File: src/rtl/m_keyscan_pkg.sv
// m_keyscan_pkg: widths, bit-index helper and parameter defaults
// shared by the matrix key scanner files.
package m_keyscan_pkg;

  localparam int KS_ROWS     = 4;
  localparam int KS_COLS     = 4;
  localparam int KS_SETTLE   = 1;
  localparam int KS_DEBOUNCE = 3;

  function automatic int ks_cw(input int rows, input int cols);
    return $clog2(rows * cols);
  endfunction

  // Register width able to hold 0..maxv, never narrower than one bit.
  function automatic int ks_bits(input int maxv);
    return (maxv < 1) ? 1 : $clog2(maxv + 1);
  endfunction

  function automatic int ks_idx(input int r, input int c, input int cols);
    return r * cols + c;
  endfunction

endpackage

File: src/rtl/m_lowest_set.sv
// m_lowest_set: priority encoder returning the index of the lowest
// set bit of a mask plus an any-bit-set flag.
module m_lowest_set #(
  parameter int W  = 16,
  parameter int IW = $clog2(W)
) (
  input  logic [W-1:0]  i_mask,
  output logic [IW-1:0] o_idx,
  output logic          o_any
);

  always_comb begin
    o_idx = '0;
    o_any = 1'b0;
    for (int i = W - 1; i >= 0; i--) begin
      if (i_mask[i]) begin
        o_idx = IW'(i);
        o_any = 1'b1;
      end
    end
  end

endmodule

File: src/rtl/m_matrix_scan_ev.sv
// m_matrix_scan_ev: active-low key matrix scanner, frame debounce and
// press/release events; define GHOST_REJECT_EN to reject ghosted frames.
module m_matrix_scan_ev
  import m_keyscan_pkg::*;
#(
  parameter int ROWS     = KS_ROWS,
  parameter int COLS     = KS_COLS,
  parameter int SETTLE   = KS_SETTLE,
  parameter int DEBOUNCE = KS_DEBOUNCE,
  localparam int N       = ROWS * COLS,
  localparam int CW      = ks_cw(ROWS, COLS)
) (
  input  logic            clk,
  input  logic            rst,
  input  logic [ROWS-1:0] row,
  output logic [COLS-1:0] col,
  output logic [N-1:0]    key,
  output logic            tc,
  output logic            ev_valid,
  input  logic            ev_ready,
  output logic [CW-1:0]   ev_code,
  output logic            ev_press,
  output logic            ghost
);

  localparam int PW = ks_bits(SETTLE);
  localparam int XW = ks_bits(COLS - 1);
  localparam int DW = ks_bits(DEBOUNCE - 1);
  localparam logic [PW-1:0] PH_LAST  = PW'(SETTLE);
  localparam logic [XW-1:0] COL_LAST = XW'(COLS - 1);
  localparam logic [DW-1:0] CNT_MAX  = DW'(DEBOUNCE - 1);
  localparam logic [N-1:0]  ONE      = N'(1);

  logic [PW-1:0] r_ph;
  logic [XW-1:0] r_col;
  logic [N-1:0]  r_raw;
  logic [N-1:0]  r_last;
  logic [N-1:0]  r_key;
  logic [N-1:0]  r_pend;
  logic [DW-1:0] r_cnt;
  logic          r_fe;
  logic          r_ghost;

  logic          w_smp;
  logic          w_tc;
  logic          w_same;
  logic          w_ghost;
  logic          w_acc;
  logic          w_any;
  logic          w_hs;
  logic [N-1:0]  w_raw_n;
  logic [N-1:0]  w_pend_c;
  logic [DW-1:0] w_cnt_n;
  logic [CW-1:0] w_code;

  assign w_smp = (r_ph == PH_LAST);
  assign w_tc  = w_smp && (r_col == COL_LAST);
  assign tc    = w_tc;
  assign col   = rst ? '1 : ~(COLS'(1) << r_col);

  always_comb begin
    w_raw_n = r_raw;
    for (int r = 0; r < ROWS; r++) begin
      for (int c = 0; c < COLS; c++) begin
        if (r_col == XW'(c)) w_raw_n[ks_idx(r, c, COLS)] = ~row[r];
      end
    end
  end

  always_ff @(posedge clk or posedge rst) begin
    if (rst) begin
      r_ph  <= '0;
      r_col <= '0;
      r_raw <= '0;
      r_fe  <= 1'b0;
    end else begin
      r_fe <= w_tc;
      if (w_smp) begin
        r_ph  <= '0;
        r_col <= (r_col == COL_LAST) ? '0 : r_col + 1'b1;
        r_raw <= w_raw_n;
      end else begin
        r_ph <= r_ph + 1'b1;
      end
    end
  end

`ifdef GHOST_REJECT_EN
  // Two rows sharing a pressed column while spanning 2+ columns form
  // at least three corners of a rectangle.
  function automatic logic f_ghosted(input logic [N-1:0] f);
    logic g;
    logic sh;
    int   n;
    g = 1'b0;
    for (int a = 0; a < ROWS; a++) begin
      for (int b = a + 1; b < ROWS; b++) begin
        sh = 1'b0;
        n  = 0;
        for (int c = 0; c < COLS; c++) begin
          if (f[ks_idx(a, c, COLS)] && f[ks_idx(b, c, COLS)]) sh = 1'b1;
          if (f[ks_idx(a, c, COLS)] || f[ks_idx(b, c, COLS)]) n = n + 1;
        end
        if (sh && n >= 2) g = 1'b1;
      end
    end
    return g;
  endfunction

  assign w_ghost = r_fe && f_ghosted(r_raw);
`else
  assign w_ghost = 1'b0;
`endif

  assign w_same = (r_raw == r_last);

  always_comb begin
    w_cnt_n = '0;
    if (w_same) w_cnt_n = (r_cnt == CNT_MAX) ? r_cnt : r_cnt + 1'b1;
    if (w_ghost) w_cnt_n = '0;
  end

  m_lowest_set #(
    .W  (N),
    .IW (CW)
  ) u_lowest (
    .i_mask (r_pend),
    .o_idx  (w_code),
    .o_any  (w_any)
  );

  assign w_hs     = w_any && ev_ready;
  assign w_pend_c = w_hs ? (r_pend & ~(ONE << w_code)) : r_pend;
  // A frame waiting behind undrained events is simply re-tried here.
  assign w_acc = r_fe && !w_ghost && (w_cnt_n == CNT_MAX)
              && (r_raw != r_key) && (w_pend_c == '0);

  always_ff @(posedge clk or posedge rst) begin
    if (rst) begin
      r_last  <= '0;
      r_cnt   <= '0;
      r_key   <= '0;
      r_pend  <= '0;
      r_ghost <= 1'b0;
    end else begin
      r_ghost <= w_ghost;
      if (r_fe) begin
        r_cnt <= w_cnt_n;
        if (!w_same) r_last <= r_raw;
      end
      if (w_acc) begin
        r_key  <= r_raw;
        r_pend <= r_raw ^ r_key;
      end else begin
        r_pend <= w_pend_c;
      end
    end
  end

  assign key      = r_key;
  assign ev_valid = w_any;
  assign ev_code  = w_code;
  assign ev_press = r_key[w_code];
  assign ghost    = r_ghost;

endmodule
File: config.mk
export PLATFORM = sky130hd
export DESIGN_NAME = m_matrix_scan_ev
export DESIGN_NICKNAME = d
export VERILOG_FILES = /design/src/rtl/m_keyscan_pkg.sv /design/src/rtl/m_lowest_set.sv /design/src/rtl/m_matrix_scan_ev.sv
export SDC_FILE = /design/constraint.sdc
export NUM_CORES = 1
export LEC_CHECK = 0
export BUFFER_PORTS_ARGS = -buffer_cell sky130_fd_sc_hd__buf_2
export CORE_MARGIN = 2
export CORE_UTILIZATION = 55
export DETAILED_ROUTE_END_ITERATION = 7
export PLACE_DENSITY = 0.75
export SLEW_MARGIN = 20
export SYNTH_ARGS = -nofsm -noshare
export SYNTH_HDL_FRONTEND = slang
export SYNTH_SLANG_ARGS = --single-unit
File: constraint.sdc
create_clock -name clk -period 3.42 [get_ports clk]
set_clock_uncertainty 0.2 [all_clocks]
set_input_delay 0.342 -clock clk [delete_from_list [all_inputs] [get_ports clk]]
set_output_delay 0.342 -clock clk [all_outputs]
set_load 0.005 [all_outputs]
# ---- Yosys cells after proc, flatten, opt, wreduce, memory -nomap -nowiden
# Cells that the tools add are included.
dict set report totals {
  ramBits 0
  ff_bits 70
  output_inout_bits 28
  latchBits 0
  inputBits 7
  mem_count 0
  mem_bits_ro 0
  wordCells 86
}
dict set report classes {
  reduce_logical 12
  n_shift 2
  n_mul 0
  add_sub_neg 3
  n_eq_ne 7
  n_mux 41
  bitwise 9
  div 0
  order_cmp 1
}
# cell count
set ops {}
lappend ops {{$mux W4} 17}
lappend ops {{$mux W16} 2}
lappend ops {{$mux W1} 18}
lappend ops {{$and A16 B16 Y16} 1}
lappend ops {{$eq A16 B16 Y1} 1}
lappend ops {{$logic_not A16 Y1} 1}
lappend ops {{$ne A16 B16 Y1} 1}
lappend ops {{$not A16 Y16} 1}
lappend ops {{$shl A1 B4 Y16 const A} 1}
lappend ops {{$xor A16 B16 Y16} 1}
lappend ops {{$reduce_and A2 Y1} 5}
lappend ops {{$eq A2 B2 Y1 const B} 4}
lappend ops {{$mux W2} 3}
lappend ops {{$logic_and A1 B1 Y1} 5}
lappend ops {{$lt A4 B5 Y1 const B} 1}
lappend ops {{$not A1 Y1} 5}
lappend ops {{$add A2 B1 Y2 const B} 2}
lappend ops {{$bmux W1 S4} 1}
lappend ops {{$not A4 Y4} 1}
lappend ops {{$shl A1 B2 Y4 const A} 1}
lappend ops {{$eq A2 B1 Y1 const B} 1}
lappend ops {{$logic_not A2 Y1} 1}
lappend ops {{$add A1 B1 Y1 const B} 1}

# ---- Longest topological paths before layout
# Gate-level depths: netlist of the first run.
dict set report logic_depth {
  word_depth 23
  mapped_depth 11
  ltp_nobuf 9
}

# ---- By module
# A second synthesis of the first run with hierarchy kept.
dict set report hier_totals {
  hier_cells 324
  area_unflattened_um2 3614.7
}
# mod cells_per_inst area_per_inst_um2 instances
set by_module_without_submodules {}
lappend by_module_without_submodules {m_matrix_scan_ev 291 3435.8 1}
lappend by_module_without_submodules {m_lowest_set 33 178.9 1}

# ---- Worst setup path before layout of the first run
# No wires, ideal clock.
dict set report synth_timing {
  path_type {reg2reg}
  from {register r_pend[5]}
  to {register r_key[0] (netlist: key[0])}
  path_stages_with_launch 10
  setup_slack_ns 0.399
  setup_time_ns 0.125
  t_required_ns 3.095
  arrival_time_ns 2.696
  cell_sequence {dfrtp_1 > buf_6 > or4_4 > or3_4 > a2111oi_4 > o22ai_2 > nor3_4 > nand3_4 > buf_6 > mux2_4}
}
dict set report synth_via {
  elab_chain_len 12
  elab_cells_between_ends 19
  classes_between {shift (1); mux (13); bitwise (2); reduce/logical (3)}
}
# element line
set synth_lines {}
lappend synth_lines {{start, declared} m_matrix_scan_ev.sv:39} ;# logic [N-1:0] r_pend;
lappend synth_lines {{start signal, assigned} m_matrix_scan_ev.sv:153} ;# r_pend <= r_raw ^ r_key;
lappend synth_lines {{start signal, assigned} m_matrix_scan_ev.sv:155} ;# r_pend <= w_pend_c;
lappend synth_lines {{$mux W4 (6 in series)} m_lowest_set.sv:16} ;# if (i_mask[i]) begin
lappend synth_lines {{$shl A1 B4 Y16} m_matrix_scan_ev.sv:133} ;# assign w_pend_c = w_hs ? (r_pend & ~(ONE << w_code)) : r_pend;
lappend synth_lines {{$not A16 Y16} m_matrix_scan_ev.sv:133}
lappend synth_lines {{$and A16 B16 Y16} m_matrix_scan_ev.sv:133}
lappend synth_lines {{$mux W16 (*)} m_matrix_scan_ev.sv:133}
lappend synth_lines {{$logic_not A16 Y1 (*)} m_matrix_scan_ev.sv:136} ;# && (r_raw != r_key) && (w_pend_c == '0);
lappend synth_lines {{$logic_and A1 B1 Y1 (*)} m_matrix_scan_ev.sv:136}
lappend synth_lines {{end signal, assigned} m_matrix_scan_ev.sv:152} ;# r_key <= r_raw;
lappend synth_lines {{end, declared} m_matrix_scan_ev.sv:38} ;# logic [N-1:0] r_key;
# Every way passes the cells marked *; elsewhere a longest branch is shown, timed or not.
# A chain may end at the register's enable or synchronous reset.

# ---- Worst setup path after layout of the first run
dict set report layout_timing {
  from {register r_pend[7]}
  to {register r_key[0] (netlist: key[0])}
}
dict set report layout_via {
  elab_chain_len 14
  elab_cells_between_ends 23
  classes_between {shift (1); mux (17); bitwise (2); reduce/logical (3)}
}
# element line
set layout_lines {}
lappend layout_lines {{$mux W4 (8 in series)} m_lowest_set.sv:16}
lappend layout_lines {{$shl A1 B4 Y16} m_matrix_scan_ev.sv:133}
lappend layout_lines {{$not A16 Y16} m_matrix_scan_ev.sv:133}
lappend layout_lines {{$and A16 B16 Y16} m_matrix_scan_ev.sv:133}
lappend layout_lines {{$mux W16 (*)} m_matrix_scan_ev.sv:133}
lappend layout_lines {{$logic_not A16 Y1 (*)} m_matrix_scan_ev.sv:136}
lappend layout_lines {{$logic_and A1 B1 Y1 (*)} m_matrix_scan_ev.sv:136}
# Marks and branches as above.

==> results.yml, run 1 <==
status:
  outcome: "completed"
synthesis:
  synth_edf_count: 0
  synth-seq-cells: 70
  netlist_instances: 341
  ys_types: 53
  yosys_warnings: 0
  async_flop_share_pct: 100
  ys.flop_type: "dfrtp_1"
  synth.net_count: 353
  avgSynthCellArea_um2: 10.7
  netlist_area_um2: 3660
  seq_area_frac_synth_pct: 47.9
setup_path:
  critPathRequiredTime_ps: 3460
  path_cells: "or4_4 > or3_4 > o31ai_1 > nand4_1 > nor3_4 > nand3_4 > mux2_4"
  criticalPathCategory: "reg -> reg"
  cp-end-kind: "flip-flop"
  start_kind: "flip-flop"
  crit_arrival_ps: 3330
  crit_family: "simple AND/OR/NAND/NOR gates"
  crit_path_top_delay_cell: "or4_4"
  cp-startpoint: "r_pend[7]$_DFF_PP0_"
  r2r-start: "r_pend[7]$_DFF_PP0_"
  crit_path_max_fanout: 14
  worst_path_largest_cell_delay_ps: 610
  path_buf_inv: 0
hold_path:
  hold_path.class: "in -> reg"
  min-delay-start: "row[3]"
global_routing:
  track_usage_pct: 24.9
  grt_pass1_wl_mm: 14.0
  first_global_vias: 2799
  grt_overflow_total: 0
  antenna_found_initial: 0
  grt_max_degree: 70
timing:
  post-route-min-period_ps: 3300
  max-slew-margin-rel_pct: 43.0
  setup_viol: 0
  tightest_slew_ps: 855
  slew_viol_final: 0
  period_share_pct: 96.3
  max_freq_mhz: 303
  setup_slack_ps: 125
  finalHoldViolCount: 0
clock_tree:
  root_buffer: "clkbuf_8"
  numClockSinks: 70
  clk_latency_ps: 350
  cts_tree: "built"
  htree_levels: 3
  post-cts-setup-buffer-count: 0
  cts_buffer_depth: 2
  cts_buffers: 9
  cts.clk_slew.worst_paths_ps: 70
pwr:
  vdd_ir_drop_max_mv: 0.311
  p_per_area_nw_per_um2: 461
  p_leak_nw: 1.88
placed_design:
  post_dp_cell_area_um2: 3910
  portBuffers: 33
  gp_congestion: 0.928
  post-dp-hpwl_mm: 6.26
  place_ws_ps: -2.20
  place_inst: 445
floorplan:
  die_h_um: 85.5
  core-area_um2: 6390
  rows: 29
  pin_count: 35
  die-area_um2: 7320
  start_util_pct: 57.2
  die_w_um: 85.5
run:
  maxCapViolations: 0
drt:
  via_count: 2775
  drt_iter0_drc: 175
  drc: 0
  wl_mm: 8.64
  detail_route.wl_per_cell_um: 18.7
  drtAntennaViolNets: 0
  dr.pass1.iters: 6
  drt-vias-per-instance: 5.99
layout:
  layoutNonFillerInstCount: 463
  area_growth_pct: 13.4
  nFillCells: 534
  antennaDiodeCount: 0
  fin_area_um2: 4150
  drive_gt1_share_pct: 28.8
  nets: 393
[logic make-up (layout without fill, tap and decap cells)]
kind of cell | after synthesis | in the layout | share of synthesized area [%]
buffers and inverters | 29 | 73 | 3.59
AO/OA/AOI/OAI | 71 | 71 | 12.6
adder cells (fa/ha/maj) | 7 | 7 | 2.26
multiplexers | 40 | 40 | 12.6
flip-flops | 70 | 70 | 47.9
XOR/XNOR | 32 | 32 | 7.67
other | 1 | 1 | 0.103
AND/OR/NAND/NOR | 91 | 92 | 13.3
[power breakdown]
| group | switching (mW) | total, mW | internal [mW] | leakage [nW] |
|---|---|---|---|---|
| Clock | 0.305 | 0.608 | 0.302 | 0.0934 |
| Sequential | 0.0338 | 0.888 | 0.854 | 0.895 |
| Combinational | 0.239 | 0.417 | 0.177 | 0.891 |
| Total | 0.579 | 1.91 | 1.33 | 1.88 |
[path summary, 6_finish.rpt]
path	depth (start not counted)	end	slack, ps
max	7	key[0]$_DFFE_PP0P_	120
min	2	r_raw[14]$_DFFE_PP0P_	7
max reg2reg	7	key[0]$_DFFE_PP0P_	120
min reg2reg	1	r_last[15]$_DFFE_PP0P_	330
max in group asynchronous	4	r_pend[3]$_DFF_PP0_	1690
min in group asynchronous	3	r_col[1]$_DFFE_PP0P_	230
[registers in the layout, indices dropped and copies added (netlist names)]
register / count
key: 16
r_last: 16
r_pend: 16
r_raw: 16
r_cnt: 2
r_col: 2
r_fe: 1
r_ph: 1
[synthesized netlist by cell type, drive strengths merged (4+ instances only)]
master	count	area, um2
buf	6	45.0
nand4	10	62.6
a21oi	22	110
and2	5	31.3
nand2	16	60.1
mux2i	5	50.1
xnor2	32	280
o21ai	21	105
nor2	29	109
mux2	35	409
clkbuf	9	33.8
nor3	6	41.3
ha	5	62.6
nor4	4	31.3
nand3	7	47.6
inv	13	48.8
o22ai	5	37.5
dfrtp	70	1750
[cell type report]
type / instances / area (um2) / area share (%)
Tap cell: 77 / 96.3 / 2.32
Inverter: 14 / 52.6 / 1.27
Timing Repair Buffer: 43 / 243 / 5.85
Clock buffer: 13 / 159 / 3.83
Sequential cell: 70 / 1750 / 42.3
Clock inverter: 3 / 18.8 / 0.453
Multi-Input combinational cell: 243 / 1820 / 44.0
[routing by layer]
layer | GRT usage (%) | routed length, um | vias up
met5 | 0 | 0 | -
met3 | 4.04 | 398 | 21
met2 | 43.1 | 4390 | 88
met4 | 9.38 | 223 | 0
met1 | 31.6 | 3630 | 1368
li1 | - | - | 1298
[what timing repair did]
| item | CTS | global route |
|---|---|---|
| resized for setup | 4 | 7 |
| cloned | 0 | 1 |
| endpoints found under the hold margin | 1 | 0 |
| endpoints found under the setup margin | 5 | 27 |
| pin swaps | 0 | 0 |
| hold buffers | 1 | 0 |
[through the flow]
step                      hold WS, ps  power [mW]  utilization [%]  TNS [ps]
after CTS                        2.04        1.90             64.3         0
after global routing             10.2        1.99             64.9     -5.09
final                            6.94        1.91             64.9         0
after detailed placement         20.0        1.30             61.2     -2.20
after global placement           15.9        1.29             61.2         0
after floorplan                   227        1.14                -         0
[placed cells by master (no fill, tap or decap), types with 4 or more instances in the layout]
cell type   n
dfrtp_1    68
buf_2      33
xnor2_1    32
mux2_2     31
nor2_1     29
a21oi_1    22
o21ai_0    20
nand2_1    15
inv_1      12
clkbuf_8   11
nand4_1    10
buf_4       9
nand3_1     6
and2_1      5
mux2i_1     5
ha_1        5
o22ai_1     4
nor3_1      4
mux2_4      4
(Power assumes the default switching activity.)
==> run 2: changes to the inputs <==
CORE_MARGIN = 8   (was 2)
CTS_CLUSTER_SIZE = 12   (was unset)
==> run 2 against run 1 <==
Compared with the run above: fmax is 0.96% lower; sequential power is essentially flat; register-to-register slack got worse by 20 ps; via count grew 0.58%; first-iteration DRC count fell by 1.1%; sequential share of layout area fell by 0.73 points; non-clock buffer count unchanged; die area rose by 30%; setup slack got worse by 32 ps; critical path type is now reg -> out; largest power group is now the clock network.
==> results.yml, run 2 (same netlist as run 1, synthesis figures left out) <==
placed_design:
  post_dp_cell_area_um2: 3900
  gp_congestion: 0.926
  place_inst: 444
  place_ws_ps: 84.1
  post-dp-hpwl_mm: 6.42
  portBuffers: 33
pwr:
  vdd_ir_drop_max_mv: 0.421
  pwr-share-comb_pct: 18.1
  swShare_pct: 27.1
  p_per_area_nw_per_um2: 518
  power.share.clock_pct: 41.2
  seqPwrFrac_pct: 40.6
  fin_total_pwr_mw: 2.18
  switchingPower_uw: 592
  p_int_mw: 1.59
  p_leak_nw: 1.91
setup_path:
  crit_path_max_fanout: 7
  r2r_slack_ps: 100
  start_kind: "flip-flop"
  critPathRequiredTime_ps: 2880
  crit_arrival_ps: 2790
  criticalPathCategory: "reg -> out"
  cp-end-kind: "primary output"
  r2r_cells: 7
  reg2reg_to: "key[11]$_DFFE_PP0P_"
  r2r-start: "r_pend[7]$_DFF_PP0_"
timing:
  setup_viol: 0
  finalHoldViolCount: 0
  fin_tns_setup_ps: 0
  period_share_pct: 97.3
  max-slew-margin-rel_pct: 55.1
  slew_viol_final: 0
  tightest_slew_ps: 667
  post-route-min-period_ps: 3330
  max_freq_mhz: 301
  whs_ps: 5.18
  setup_slack_ps: 92.9
layout:
  layoutNonFillerInstCount: 463
  mostFrequentLayoutCells: "dfrtp_1 (69), buf_2 (33), xnor2_1 (32)"
  antennaDiodeCount: 0
  area_growth_pct: 15.3
  final_common_cell: "dfrtp_1"
  fin_util_pct: 66.0
  nets: 393
  drive_gt1_share_pct: 28.0
  fin_area_um2: 4220
drt:
  drtAntennaViolNets: 0
  wl_mm: 8.81
  drc: 0
  detail_route.wl_per_cell_um: 19.0
  dr.pass1.iters: 4
  drt_iter0_drc: 173
  via_count: 2791
  drt-vias-per-instance: 6.03
clock_tree:
  cts_tree: "built"
  clk_latency_ps: 350
  cts.clk_slew.worst_paths_ps: 70
  post-cts-setup-buffer-count: 0
  cts_buffers: 9
  htree_levels: 3
  root_buffer: "clkbuf_8"
  cts_buffer_depth: 2
  numClockSinks: 70
hold_path:
  hold_path.class: "in -> reg"
  hold_depth: 2
  hold-path-endpoint: "r_raw[0]$_DFFE_PP0P_"
  min-delay-start: "row[0]"
floorplan:
  die-area_um2: 9510
  die_w_um: 97.5
  rows: 29
  pin_count: 35
  core-area_um2: 6390
  die_h_um: 97.5
  start_util_pct: 57.2
status:
  outcome: "completed"
global_routing:
  track_usage_pct: 18.2
  antenna_found_initial: 0
  grt_overflow_total: 0
  first_global_vias: 2799
  grt_max_degree: 48
  grt_pass1_wl_mm: 14.0
run:
  maxCapViolations: 0
[run 2: power by group through the flow]
stage	clock, mW	combinational [mW]	sequential (mW)
global route	0.928	0.428	0.890
floorplan	0	0.248	0.893
global placement	0	0.377	0.901
detailed placement	0	0.381	0.902
finish	0.900	0.396	0.887
CTS	0.903	0.385	0.886
[run 2: what timing repair did]
item | CTS | global route
resized for setup | 0 | 5
hold endpoints to repair | 25 | 0
setup endpoints to repair | 0 | 24
hold buffers | 2 | 0
[run 2: worst max-delay path by stage]
| stage | from | end | slack [ps] |
|---|---|---|---|
| detailed placement | r_pend[11]$_DFF_PP0_ | key[14]$_DFFE_PP0P_ | 80 |
| finish | r_pend[6]$_DFF_PP0_ | ev_press | 90 |
| global route | r_pend[5]$_DFF_PP0_ | ev_press | -20 |
| global placement | r_pend[11]$_DFF_PP0_ | key[0]$_DFFE_PP0P_ | 210 |
| CTS | r_pend[3]$_DFF_PP0_ | ev_press | 3 |
| floorplan | r_pend[5]$_DFF_PP0_ | key[0]$_DFFE_PP0P_ | 400 |
[run 2: layout make-up]
type / instances / area [um2]
clock buffers: 10 / 138
clock inverters: 6 / 133
fillers: 516 / 2170
inverters: 14 / 56.3
multi-input cells: 243 / 1800
flip-flops and latches: 70 / 1750
well taps: 77 / 96.3
repair buffers: 43 / 245
[run 2: critical path, cell delays in order, from the launching register on]
cell and delay, ps:
dfrtp_1 450, nor3b_1 170, a211o_1 300, nor2_1 190, nand2_2 190, mux2i_1 180
a2111oi_0 450, buf_4 190, a222oi_1 50, nand3_1 130, buf_2 130
[run 2: metal layers]
layer	wire (um)	global-route usage [%]	share of wire [%]
met5	0	0	0
met4	302	10.6	3.4
met3	431	3.06	4.9
met2	4470	30.6	51
met1	3600	21.4	41
==> run 3: changes to the inputs <==
CTS_BUF_LIST = sky130_fd_sc_hd__clkbuf_2   (was unset)
SYNTH_HIERARCHICAL = 1   (was unset)
==> run 3 against run 2 <==
Compared with the run above: the flow now finishes with violations (negative setup slack); setup slack worse by 190 ps; count of clock-buffer cells in the layout is 1 higher; register-to-register slack worse by 190 ps; design area is 8.2% higher; sequential power is 2% lower; routed wire length is 5.5% higher; critical endpoint is now key[13]$_DFFE_PP0P_.
==> results.yml, run 3 <==
status:
  outcome: "complete, but fails checks"
  violations: "negative setup slack"
global_routing:
  grt_overflow_total: 0
  antenna_found_initial: 0
  grt_pass1_wl_mm: 15.2
  track_usage_pct: 19.7
  grt_max_degree: 68
  first_global_vias: 3057
synthesis:
  synth.net_count: 336
  avgSynthCellArea_um2: 11.2
  seq_area_frac_synth_pct: 48.5
  ys_types: 45
  netlist_area_um2: 3610
  netlist_instances: 324
  synth_top_cell_area_share_pct: 48.5
  ys.flop_type: "dfrtp_1"
  synthTopCellsByCount: "dfrtp_1 (70), o21ai_0 (27), nor2_1 (23)"
  yosys.area_share.simple_pct: 11.9
  yosysMostFrequentCell: "dfrtp_1"
  synth.area.top_cells: "dfrtp_1 (48%), mux2_4 (5.8%), mux2_2 (5.6%)"
  yosysTopAreaCell: "dfrtp_1"
  synth_edf_count: 0
  synth_top_family_by_area: "multiplexers"
  yosys_warnings: 6
  synth-seq-cells: 70
  synth_mux_area_share_pct: 14.6
  async_flop_share_pct: 100
  synth_fa_ha_area_share_pct: 1.73
  synth-xor-area-share_pct: 7.75
  synth_compound_area_share_pct: 12.2
drt:
  drt_iter0_drc: 156
  via_count: 2843
  dr.pass1.iters: 4
  wl_mm: 9.29
  drc: 0
  drt-vias-per-instance: 5.81
  drtAntennaViolNets: 0
  detail_route.wl_per_cell_um: 19.0
pwr:
  p_leak_nw: 2.12
  p_per_area_nw_per_um2: 305
  seqPwrFrac_pct: 62.7
  p_int_mw: 1.05
  switchingPower_uw: 341
  pwr-share-comb_pct: 5.6
  fin_total_pwr_mw: 1.39
  swShare_pct: 24.5
  vdd_ir_drop_max_mv: 0.269
  power.share.clock_pct: 31.7
clock_tree:
  numClockSinks: 70
  cts_buffer_depth: 2
  cts_buffers: 9
  htree_levels: 3
  root_buffer: "clkbuf_2"
  clk_latency_ps: 510
  cts_tree: "built"
  cts.clk_slew.worst_paths_ps: 180
layout:
  nets: 419
  ff_latch_area_um2: 1760
  antennaDiodeCount: 0
  layoutNonFillerInstCount: 489
  drive_gt1_share_pct: 41.7
  mostFrequentLayoutCells: "dfrtp_1 (64), buf_4 (38), buf_2 (33)"
  multi_input_area_um2: 1940
  final_common_cell: "dfrtp_1"
  fin_area_um2: 4560
  fin_util_pct: 71.8
  nFillCells: 449
  area_growth_pct: 26.2
placed_design:
  gp_congestion: 0.929
  post_dp_cell_area_um2: 4020
  place_ws_ps: -111
  post-dp-hpwl_mm: 6.46
  place_inst: 449
  portBuffers: 33
floorplan:
  core-area_um2: 6350
  die-area_um2: 9420
  rows: 29
  start_util_pct: 56.9
  die_w_um: 97.1
  die_h_um: 97.1
  pin_count: 35
timing:
  setup_viol: 17
  tightest_slew_ps: 823
  fin_tns_setup_ps: -1080
  slew_viol_final: 0
  post-route-min-period_ps: 3510
  setup_slack_ps: -94.8
  finalHoldViolCount: 0
  max-slew-margin-rel_pct: 45.2
  rsz0062_at_grt: "true"
  whs_ps: 98.3
  max_freq_mhz: 285
  period_share_pct: 103
setup_path:
  start_kind: "flip-flop"
  crit_path_max_fanout: 11
  criticalPathCategory: "reg -> reg"
  path_cells: "nor4_4 > and3_4 > nor3b_4 > buf_4 > nand4b_1 > a211o_1 > o31ai_2 > nand4_1 > or4_4 > buf_12 > mux2_4"
  crit_arrival_ps: 3670
  cp-end-kind: "flip-flop"
  worst_path_largest_cell_delay_ps: 600
  crit_path_top_delay_cell: "or4_4"
  critPathRequiredTime_ps: 3580
hold_path:
  hold_path.class: "in -> async"
run:
  maxCapViolations: 0
run 3: path summary, 6_finish.rpt:
path | start | to | slack [ps] | cells past startpoint
worst max-delay path | r_pend[11]$_DFF_PP0_ | key[13]$_DFFE_PP0P_ | -90 | 11
worst min-delay path | rst | r_col[1]$_DFFE_PP0P_ | 100 | 3
worst max register to register | r_pend[11]$_DFF_PP0_ | key[13]$_DFFE_PP0P_ | -90 | 11
worst min register to register | r_last[4]$_DFFE_PP0P_ | r_last[4]$_DFFE_PP0P_ | 350 | 1
max in group asynchronous | rst | r_pend[10]$_DFF_PP0_ | 1850 | 4
min in group clk | ev_ready | r_pend[14]$_DFF_PP0_ | 150 | 4
run 3: worst max-delay path, delay by kind of cell, from the launching register on:
family                 cells  cell delay (ps)
AO/OA/AOI/OAI              2              450
flip-flops                 1              490
multiplexers               1              300
buffers and inverters      2              320
AND/OR/NAND/NOR            6             1620
run 3: timing repair:
item	CTS	global route
setup buffers	18	1
resized for setup	33	32
setup endpoints to repair	28	30
hold buffers	5	0
hold endpoints to repair	19	0
pin swaps	7	4
run 3: cell families after synthesis:
family,count (synthesis)
XOR/XNOR,32
AO/OA/AOI/OAI,73
multiplexers,37
other,1
adder cells (fa/ha/maj),5
AND/OR/NAND/NOR,82
buffers and inverters,24
flip-flops,70
run 3: metal layers:
layer	up-vias	track usage [%]	routed length, um	part of all wire [%]
met1	1392	23.2	3780	41
met5	-	0	0	0
met3	30	4.20	426	4.6
met2	96	33.0	4770	51
met4	0	9.82	305	3.3
li1	1325	-	-	-
run 3: cell type report:
type                       count  area share (%)
clock inverter                 5            1.10
multi-input combinational    230            42.4
clock buffer                  11            1.21
timing repair buffer          85            13.7
sequential                    70            38.6
tap                           77            2.11
inverter                      11           0.905
run 3: power by group through the flow:
| stage | logic, mW | clock network [mW] | registers, mW |
|---|---|---|---|
| 2_1_floorplan | 0.0526 | 0 | 0.880 |
| 3_3_place_gp | 0.0709 | 0 | 0.885 |
| 3_5_place_dp | 0.0731 | 0 | 0.887 |
| 4_1_cts | 0.0781 | 0.451 | 0.872 |
| 5_1_grt | 0.0882 | 0.484 | 0.876 |
| 6_report | 0.0786 | 0.441 | 0.872 |
